`config.mk`:
```
export PLATFORM = sky130hd
export DESIGN_NAME = poly_coeff_input_buffer
export DESIGN_NICKNAME = d
export VERILOG_FILES = /design/src/rtl/poly_coeff_input_buffer.sv
export SDC_FILE = /design/constraint.sdc
export NUM_CORES = 1
export LEC_CHECK = 0
export ABC_AREA = 0
export BUFFER_PORTS_ARGS = -buffer_cell sky130_fd_sc_hd__buf_4
export CAP_MARGIN = 20
export CORE_MARGIN = 2
export CORE_UTILIZATION = 30
export CTS_CLUSTER_SIZE = 20
export DETAILED_ROUTE_END_ITERATION = 10
export GPL_ROUTABILITY_DRIVEN = 0
export HOLD_SLACK_MARGIN = 0.08
export PLACE_DENSITY_LB_ADDON = 0.05
export REMOVE_ABC_BUFFERS = 1
export SLEW_MARGIN = 20
export SYNTH_ARGS = -nofsm -noshare
export SYNTH_HDL_FRONTEND = slang
export SYNTH_SLANG_ARGS = --single-unit
```
`constraint.sdc`:
```
create_clock -name clk -period 36.2 [get_ports clk]
set_input_delay 7.24 -clock clk [delete_from_list [all_inputs] [get_ports clk]]
set_output_delay 7.24 -clock clk [all_outputs]
set_load 0.05 [all_outputs]
```
`src/rtl/poly_coeff_input_buffer.sv`:
```
// -----------------------------------------------------------------------------
// poly_coeff_input_buffer
// Upstream loader for the polynomial NTT control FSM. Accepts coefficient
// pairs (in1 = poly A, in2 = poly B), reduces each mod Q with one conditional
// subtract, buffers the pairs in a DEPTH-entry FIFO and drains them under a
// valid/ready handshake. One frame is exactly N pairs.
//
// Optional feature macro: IN_RANGE_FLAG_EN
//   defined   -> range_err is a sticky flag set when an accepted input is >= Q
//   undefined -> range_err is tied low and the compare logic is absent
//
// Ports
//   clk, rst            rising-edge clock, async active-high reset
//   in_valid/in_ready   producer handshake; in1/in2 carry the raw pair
//   out_valid/out_ready consumer handshake; out_a/out_b carry the reduced head
//   full, half_full     occupancy == DEPTH, occupancy >= DEPTH/2
//   count               pairs accepted in the current frame
//   frame_done          one-cycle pulse once a full frame has drained
//   range_err           sticky out-of-range indicator (see macro above)
// -----------------------------------------------------------------------------
module poly_coeff_input_buffer #(
  parameter int unsigned W     = 12,
  parameter int unsigned Q     = 3329,
  parameter int unsigned N     = 256,
  parameter int unsigned DEPTH = 16
) (
  input  logic                     clk,
  input  logic                     rst,
  input  logic                     in_valid,
  input  logic [W-1:0]             in1,
  input  logic [W-1:0]             in2,
  output logic                     in_ready,
  output logic                     out_valid,
  input  logic                     out_ready,
  output logic [W-1:0]             out_a,
  output logic [W-1:0]             out_b,
  output logic                     full,
  output logic                     half_full,
  output logic [$clog2(N+1)-1:0]   count,
  output logic                     frame_done,
  output logic                     range_err
);

  localparam int unsigned PW = $clog2(DEPTH);
  localparam int unsigned OW = $clog2(DEPTH + 1);
  localparam int unsigned CW = $clog2(N + 1);
  localparam logic [W-1:0] QW = W'(Q);

  typedef enum logic [1:0] {
    S_FILL  = 2'd0,
    S_DRAIN = 2'd1,
    S_DONE  = 2'd2
  } state_t;

  state_t          r_state;
  logic [W-1:0]    r_mem_a [DEPTH];
  logic [W-1:0]    r_mem_b [DEPTH];
  logic [PW-1:0]   r_wptr;
  logic [PW-1:0]   r_rptr;
  logic [OW-1:0]   r_occ;
  logic [CW-1:0]   r_count;
  logic            r_in_ready;
  logic            r_out_valid;
  logic            r_full;
  logic            r_half_full;
  logic            r_frame_done;

  logic            w_push;
  logic            w_pop;
  logic [OW-1:0]   w_occ_next;
  logic [W-1:0]    w_red_a;
  logic [W-1:0]    w_red_b;

  // Handshakes, next occupancy and single-subtract reduction (inputs < 2*Q)
  always_comb begin
    w_push     = in_valid & r_in_ready;
    w_pop      = r_out_valid & out_ready;
    w_occ_next = r_occ + OW'(w_push) - OW'(w_pop);
    w_red_a    = (in1 >= QW) ? (in1 - QW) : in1;
    w_red_b    = (in2 >= QW) ? (in2 - QW) : in2;
  end

  // FIFO storage, pointers, status flags and frame state machine
  always_ff @(posedge clk or posedge rst) begin
    if (rst) begin
      for (int i = 0; i < int'(DEPTH); i++) begin
        r_mem_a[i] <= '0;
        r_mem_b[i] <= '0;
      end
      r_state      <= S_FILL;
      r_wptr       <= '0;
      r_rptr       <= '0;
      r_occ        <= '0;
      r_count      <= '0;
      r_in_ready   <= 1'b1;
      r_out_valid  <= 1'b0;
      r_full       <= 1'b0;
      r_half_full  <= 1'b0;
      r_frame_done <= 1'b0;
    end else begin
      if (w_push) begin
        r_mem_a[r_wptr] <= w_red_a;
        r_mem_b[r_wptr] <= w_red_b;
        r_wptr          <= r_wptr + PW'(1);
      end
      if (w_pop) begin
        r_rptr <= r_rptr + PW'(1);
      end

      r_occ        <= w_occ_next;
      r_out_valid  <= (w_occ_next != '0);
      r_full       <= (w_occ_next == OW'(DEPTH));
      r_half_full  <= (w_occ_next >= OW'(DEPTH / 2));
      r_frame_done <= 1'b0;

      unique case (r_state)
        S_FILL: begin
          // No full pass-through: ready is cleared whenever the FIFO will be full
          r_in_ready <= (w_occ_next != OW'(DEPTH));
          if (w_push) begin
            r_count <= r_count + CW'(1);
            if (r_count == CW'(N - 1)) begin
              r_state    <= S_DRAIN;
              r_in_ready <= 1'b0;
            end
          end
        end
        S_DRAIN: begin
          r_in_ready <= 1'b0;
          if (w_occ_next == '0) begin
            r_state      <= S_DONE;
            r_frame_done <= 1'b1;
          end
        end
        S_DONE: begin
          // FIFO is empty here, so the next frame starts with ready high
          r_count    <= '0;
          r_in_ready <= 1'b1;
          r_state    <= S_FILL;
        end
        default: begin
          r_state <= S_FILL;
        end
      endcase
    end
  end

`ifdef IN_RANGE_FLAG_EN
  logic r_range_err;

  // Sticky: only reset clears it
  always_ff @(posedge clk or posedge rst) begin
    if (rst) begin
      r_range_err <= 1'b0;
    end else if (w_push && ((in1 >= QW) || (in2 >= QW))) begin
      r_range_err <= 1'b1;
    end
  end

  assign range_err = r_range_err;
`else
  assign range_err = 1'b0;
`endif

  assign in_ready   = r_in_ready;
  assign out_valid  = r_out_valid;
  assign out_a      = r_mem_a[r_rptr];
  assign out_b      = r_mem_b[r_rptr];
  assign full       = r_full;
  assign half_full  = r_half_full;
  assign count      = r_count;
  assign frame_done = r_frame_done;

endmodule

```
== Word-level counts from Yosys, hierarchy flattened ==
Cells that the tools add are included.

* Latch bits: 0
* Register bits: 413
* Memories kept: 0
* Memory bits (read-only): 0
* Output and inout port bits: 39
* Bits in writable memories: 0
* Bits of input ports: 28

* Reduce and logical (&&, ||, !) cells: 8
* Equal/unequal tests: 8
* Multipliers: 0
* Multiplexer cells: 23
* Div/mod/pow operators: 0
* $add $sub $neg: 7
* Shift operators: 0
* Order comparisons: 6
* Bitwise gates (word level): 4

{| class="wikitable"
|+ Operators with widths
! operator !! number
|-
| bitwise mux 192 bit || 2
|-
| binary-select mux 12 bit (select 4 bit) || 2
|-
| two-way mux 12 bit || 7
|-
| demux 12 bit (select 4 bit) || 1
|-
| greater-or-equal comparator 12 bit, second input constant || 2
|-
| subtractor 12 bit, second input constant || 2
|-
| one-hot mux 9 bit (2 select lines) || 1
|-
| greater-or-equal comparator 5 bit, second input constant || 2
|-
| inverter 4 -> 5 bit || 2
|-
| adder 9 x 1 -> 9 bit, second input constant || 1
|-
| == test 9 x 8 -> 1 bit, second input constant || 1
|-
| two-way mux 9 bit || 1
|-
| adder 4 x 1 -> 4 bit, second input constant || 2
|-
| two-way mux 2 bit || 3
|-
| inequality test 2 bit, second input constant || 3
|-
| adder 5 x 1 -> 5 bit || 1
|-
| == test 5 bit, second input constant || 1
|-
| greater-or-equal comparator 5 x 4 -> 1 bit, second input constant || 1
|-
| zero test 5 bit || 1
|-
| < comparator 5 x 1 -> 1 bit, second input constant || 1
|-
| inequality test 5 bit, second input constant || 1
|-
| nonzero test 5 bit || 1
|-
| subtractor 5 x 1 -> 5 bit || 1
|-
| two-way mux 1 bit || 4
|-
| 11 further kinds || 12
|}

== Logic depth before layout (Yosys ltp) ==
* Word-level depth: 7
* Depth in mapped cells: 13
* Gate-level depth less buffers: 13

== Least setup slack after synthesis ==
Ideal clock, no wire load.

* Path kind: in2reg
* From: input in_valid
* To: register r_state[1]
* Setup slack: 26.663 ns
* Stages: 12
* Arrival: 9.400 ns
* Setup time: 0.137 ns
* Cells stage by stage: and2_0 inv_1 ha_1 inv_1 ha_1 inv_1 fa_1 inv_1 nor3_1 nor2_1 a311oi_1 o211ai_1

* Longest elaborated chain between the ends: 6
* Elaborated cells between the ends (all ways): 7
* Classes of those cells: add/sub (2); eq/ne (2); bitwise (1); reduce/logical (2)

{| class="wikitable"
|+ Ends and longest elaborated chain
! what !! line !! RTL
|-
| start, declared || 29 || <nowiki>input logic in_valid,</nowiki>
|-
| bitwise AND 1 bit || 76 || <nowiki>w_push = in_valid & r_in_ready;</nowiki>
|-
| adder 5 x 1 -> 5 bit || 78 || <nowiki>w_occ_next = r_occ + OW'(w_push) - OW'(w_pop);</nowiki>
|-
| subtractor 5 x 1 -> 5 bit || 78 ||
|-
| via w_occ_next[1] || 70 || <nowiki>logic [OW-1:0] w_occ_next;</nowiki>
|-
| zero test 5 bit || 130 || <nowiki>if (w_occ_next == '0) begin</nowiki>
|-
| inequality test 2 bit (no source line) || n/a ||
|-
| AND reduction 3 bit (no source line) || n/a ||
|-
| end signal, assigned || 90 || <nowiki>r_state <= S_FILL;</nowiki>
|-
| end signal, assigned || 131 || <nowiki>r_state <= S_DONE;</nowiki>
|-
| end signal, assigned || 139 || <nowiki>r_state <= S_FILL;</nowiki>
|-
| end, declared || 55 || <nowiki>state_t r_state;</nowiki>
|}

The timed path passes the listed nets, and every way through them passes these cells.
A chain may end at the register's enable or synchronous reset.

== Worst setup path after layout ==
* From: register r_rptr[0]
* To: output out_a[11]

* Longest elaborated chain between the ends: 4

{| class="wikitable"
|+ Ends and longest elaborated chain
! what !! line !! RTL
|-
| start, declared || 59 || <nowiki>logic [PW-1:0] r_rptr;</nowiki>
|-
| start signal, assigned || 107 || <nowiki>r_rptr <= r_rptr + PW'(1);</nowiki>
|-
| inverter 4 -> 5 bit (implied by the code) || 167 || <nowiki>assign out_a = r_mem_a[r_rptr];</nowiki>
|-
| binary-select mux 12 bit (select 4 bit) || 167 ||
|-
| two-way mux 12 bit (implied by the code) (2 in a row) || 167 ||
|-
| end, declared || 35 || <nowiki>output logic [W-1:0] out_a,</nowiki>
|}

Every way passes these cells. The select of a mux whose other input is x is not followed.

==> flow_summary_export.csv <==
group,metric,value,unit
timing,post-route-min-period,10.84,ns
logic_synthesis,synth_compound_area_share,14.1,%
detailed_routing,drtAntennaViolNets,0,
logic_synthesis,synth_area_leaders,"dfrtp_1 (54%), mux4_2 (11%), o21ai_0 (10%), nand2_1 (8.4%), clkbuf_1 (2.1%)",
logic_synthesis,synth_flop_cell,"dfrtp_1",
clock_tree,htree_levels,2,
critical_path,timing.rr.end,"r_state[0]",
detailed_routing,wl_met1,24900,um
timing,finalSetupViolCount,0,
logic_synthesis,synth_xor_area_share,0.998,%
clock_tree,clk_path_buf_depth,3,
detailed_routing,vias_per_cell,4.80,
status,status,"complete, no violations",
final_layout,synthToLayoutAreaGrowth,15.0,%
clock_tree,cts_resized,0,
flow_run,drv_cap,0,
logic_synthesis,muxShareOfSynthArea,13.3,%
hold_path,min_path_type,"reg -> reg",
pwr,powerDensity,97.1,mW/mm2
pwr,power,2.12,mW
logic_synthesis,synth_top_family_by_area,"compound AO/OA/AOI/OAI gates",
detailed_routing,wirelength,54200,um
pwr,ir_worst_vdd,57.5,uV
logic_synthesis,yosysUniqueCellTypes,63,
timing,clock.fmax,0.0922,GHz
placement,dp_hpwl,30200,um
critical_path,crit_end,"out_a[11]",
critical_path,reg2reg_slack,32.75,ns
clock_tree,cts_tree,"built",
floorplanning,dieArea,0.0652,mm2
clock_tree,path_clk_slew,0.05,ns
critical_path,critPathTopFamily,"buffers and inverters",
critical_path,arrival,3.60,ns
clock_tree,numClockSinks,413,
logic_synthesis,ys_seq_elements,413,
pwr,leakage,9.63,nW
timing,worstMarginPinSlew,0.924,ns
detailed_routing,wl_met3,1620,um
detailed_routing,drtIter0Drc,617,
logic_synthesis,yosys.area.top_type_share,54.4,%
floorplanning,core.rowCount,92,
clock_tree,cts_buffers,50,
logic_synthesis,syn_inst,1764,
critical_path,path_cells,"buf_4, mux4_2, nor2b_1, a211oi_1, a21oi_1, buf_4",
critical_path,cp_slowest_stage_delay,0.84,ns
global_route,grt_use_total,17.3,%
detailed_routing,top_layer,"met4",
clock_tree,postCtsSetupBuffers,0,
global_route,grt_max_degree,108,
floorplanning,start_util,30.2,%
logic_synthesis,synthSimpleGateAreaFrac,11.5,%
timing,min_period_over_period,30.0,%
placement,port-buffer-count,65,
logic_synthesis,syn-cell-area,0.0189,mm2
timing,finalClockSkew,0.00798,ns
timing,hold_violations,0,
critical_path,crit_start,"r_rptr[0]",
floorplanning,core-area,0.0627,mm2
logic_synthesis,synthAdderAreaFrac,1.49,%
timing,hold_slack,0.473,ns
floorplanning,die_w,255,um
critical_path,cp.required,28.96,ns
global_route,grt.overflow.total,0,
final_layout,nNetsFinal,1814,
critical_path,cp_num_buf_inv,2,
clock_tree,cts_hold_buf,0,
critical_path,cp.depth,6,
floorplanning,io-pin-count,67,
clock_tree,clkLatencyLatePin,0.58,ns
logic_synthesis,synth_edf_count,0,
timing,setup_ws,25.36,ns
critical_path,startpoint_type,"register",
logic_synthesis,synth-async-reset-ratio,100,%
logic_synthesis,synth_warnings,0,
critical_path,slowest_stage,"dfrtp_4",
detailed_routing,vias,12698,
critical_path,path_max_fanout,36,
logic_synthesis,synth_area_per_cell,10.7,um2
logic_synthesis,seq_area_frac_synth,54.6,%
critical_path,critical_path.endpoint_type,"output port",
critical_path,path_class,"reg -> out",
detailed_routing,drc,0,
critical_path,r2r_cells,13,
floorplanning,die-height,255,um
final_layout,n_antenna_cell,0,
detailed_routing,met2_wirelength,26700,um
detailed_routing,wire_per_inst,20.5,um
final_layout,drive_gt1_share,18.0,%
timing,rsz0062_at_grt,"no",
logic_synthesis,yosys.area.top_type,"dfrtp_1",
timing,final-max-slew-violation-count,0,
global_route,antenna_found_initial,0,
clock_tree,cts_root_buffer,"clkbuf_16",
detailed_routing,firstDrtPassIters,4,
global_route,grt_pass1_vias,13442,
placement,dp_slack,25.82,ns
global_route,grt_pass1_wl,84300,um
critical_path,worst_path_most_repeated_cell,"buf_4",
critical_path,r2r-start,"in_ready",
timing,max_slew_margin,38.4,%
timing,fin_tns_setup,0,ns
==> state kept, by name (all words and copies together) (netlist names) <==
| name | flops |
|---|---|
| frame_done | 1 |
| r_mem_b | 192 |
| full | 1 |
| count | 9 |
| r_wptr | 4 |
| r_state | 2 |
| r_rptr | 4 |
| in_ready | 1 |
| r_occ | 5 |
| half_full | 1 |
| out_valid | 1 |
| r_mem_a | 192 |
==> stage by stage <==
stage / cell area, um2 / util, % / cells
6_report: 21800 / 34.7 / 2648
5_1_grt: 21800 / 34.7 / 2648
4_1_cts: 21800 / 34.7 / 2648
3_5_place_dp: 20100 / 32.1 / 2558
3_3_place_gp: 20100 / 32.1 / 2557
2_1_floorplan: 18300 / - / 1616
==> layout make-up <==
| class | instances | area, um2 |
|---|---|---|
| inverter | 26 | 105 |
| multi-input combinational | 1177 | 7900 |
| clock inverter | 2 | 12.5 |
| tap | 846 | 1060 |
| sequential | 413 | 10300 |
| fill | 6293 | 41000 |
| timing repair buffer | 96 | 718 |
| clock buffer | 88 | 1640 |
==> routing by layer <==
layer / GRT usage [%] / vias to the layer above
met5: 0 / -
met4: 4.06 / 0
met3: 2.47 / 60
met2: 29.7 / 135
met1: 23.0 / 6358
li1: - / 6145
==> cell families (layout without fill, tap and decap cells) <==
family	Yosys count	after routing
AND/OR/NAND/NOR	519	519
XOR/XNOR	19	19
flip-flops	413	413
adder cells (fa/ha/maj)	22	22
multiplexers	130	130
AO/OA/AOI/OAI	486	486
other	1	1
buffers and inverters	174	212
==> power by group <==
part	internal (mW)	total, mW	switching (mW)
clock network	0.303	0.501	0.198
logic	0.340	0.802	0.462
registers	0.671	0.812	0.141
==> worst min path at each step <==
stage                             from      endpoint  cells past startpoint
after floorplan           r_mem_a[108]  r_mem_a[108]                      2
after global placement    r_mem_a[146]  r_mem_a[146]                      2
after detailed placement  r_mem_b[136]  r_mem_b[136]                      2
after CTS                 r_mem_b[136]  r_mem_b[136]                      2
after global routing      r_mem_b[139]  r_mem_b[139]                      2
final                      r_mem_b[29]   r_mem_b[29]                      2
==> tightest hold or removal path: stages (launching register included) <==
cell	delay, ns
dfrtp_1	0.33
nand2_1	0.04
o21ai_0	0.06
==> cell usage after synthesis (3+ instances only) <==
cell,number
a31oi_1,6
nor2b_1,27
o211ai_1,3
a311oi_1,3
clkbuf_1,107
buf_2,19
nand2_1,424
a21oi_2,3
and3_1,10
nor3_1,5
mux2i_1,26
buf_4,11
nand4_1,4
nand3_1,13
o21ai_2,10
xor2_1,9
a32o_1,3
a211oi_1,27
and2_1,3
o21ai_0,383
inv_1,26
buf_6,4
mux2_2,7
mux4_2,96
xnor2_1,7
a21oi_1,33
clkbuf_2,4
ha_1,21
dfrtp_1,412
nor2_1,16
==> cell usage in the layout, fill, tap and decap left out, types with 9 or more instances in the layout <==
master and instances:
nand3_1 9, nor2b_1 27, mux2i_1 26, inv_1 25
mux4_2 96, dfrtp_1 408, nand2_2 12, buf_4 95
o21ai_2 10, clkbuf_16 53, a211oi_1 27, clkbuf_8 18
a21oi_1 32, and3_1 10, o21ai_0 383, nand2_1 412
nor2_1 16, ha_1 21, clkbuf_1 17
(Power assumes the default switching activity.)
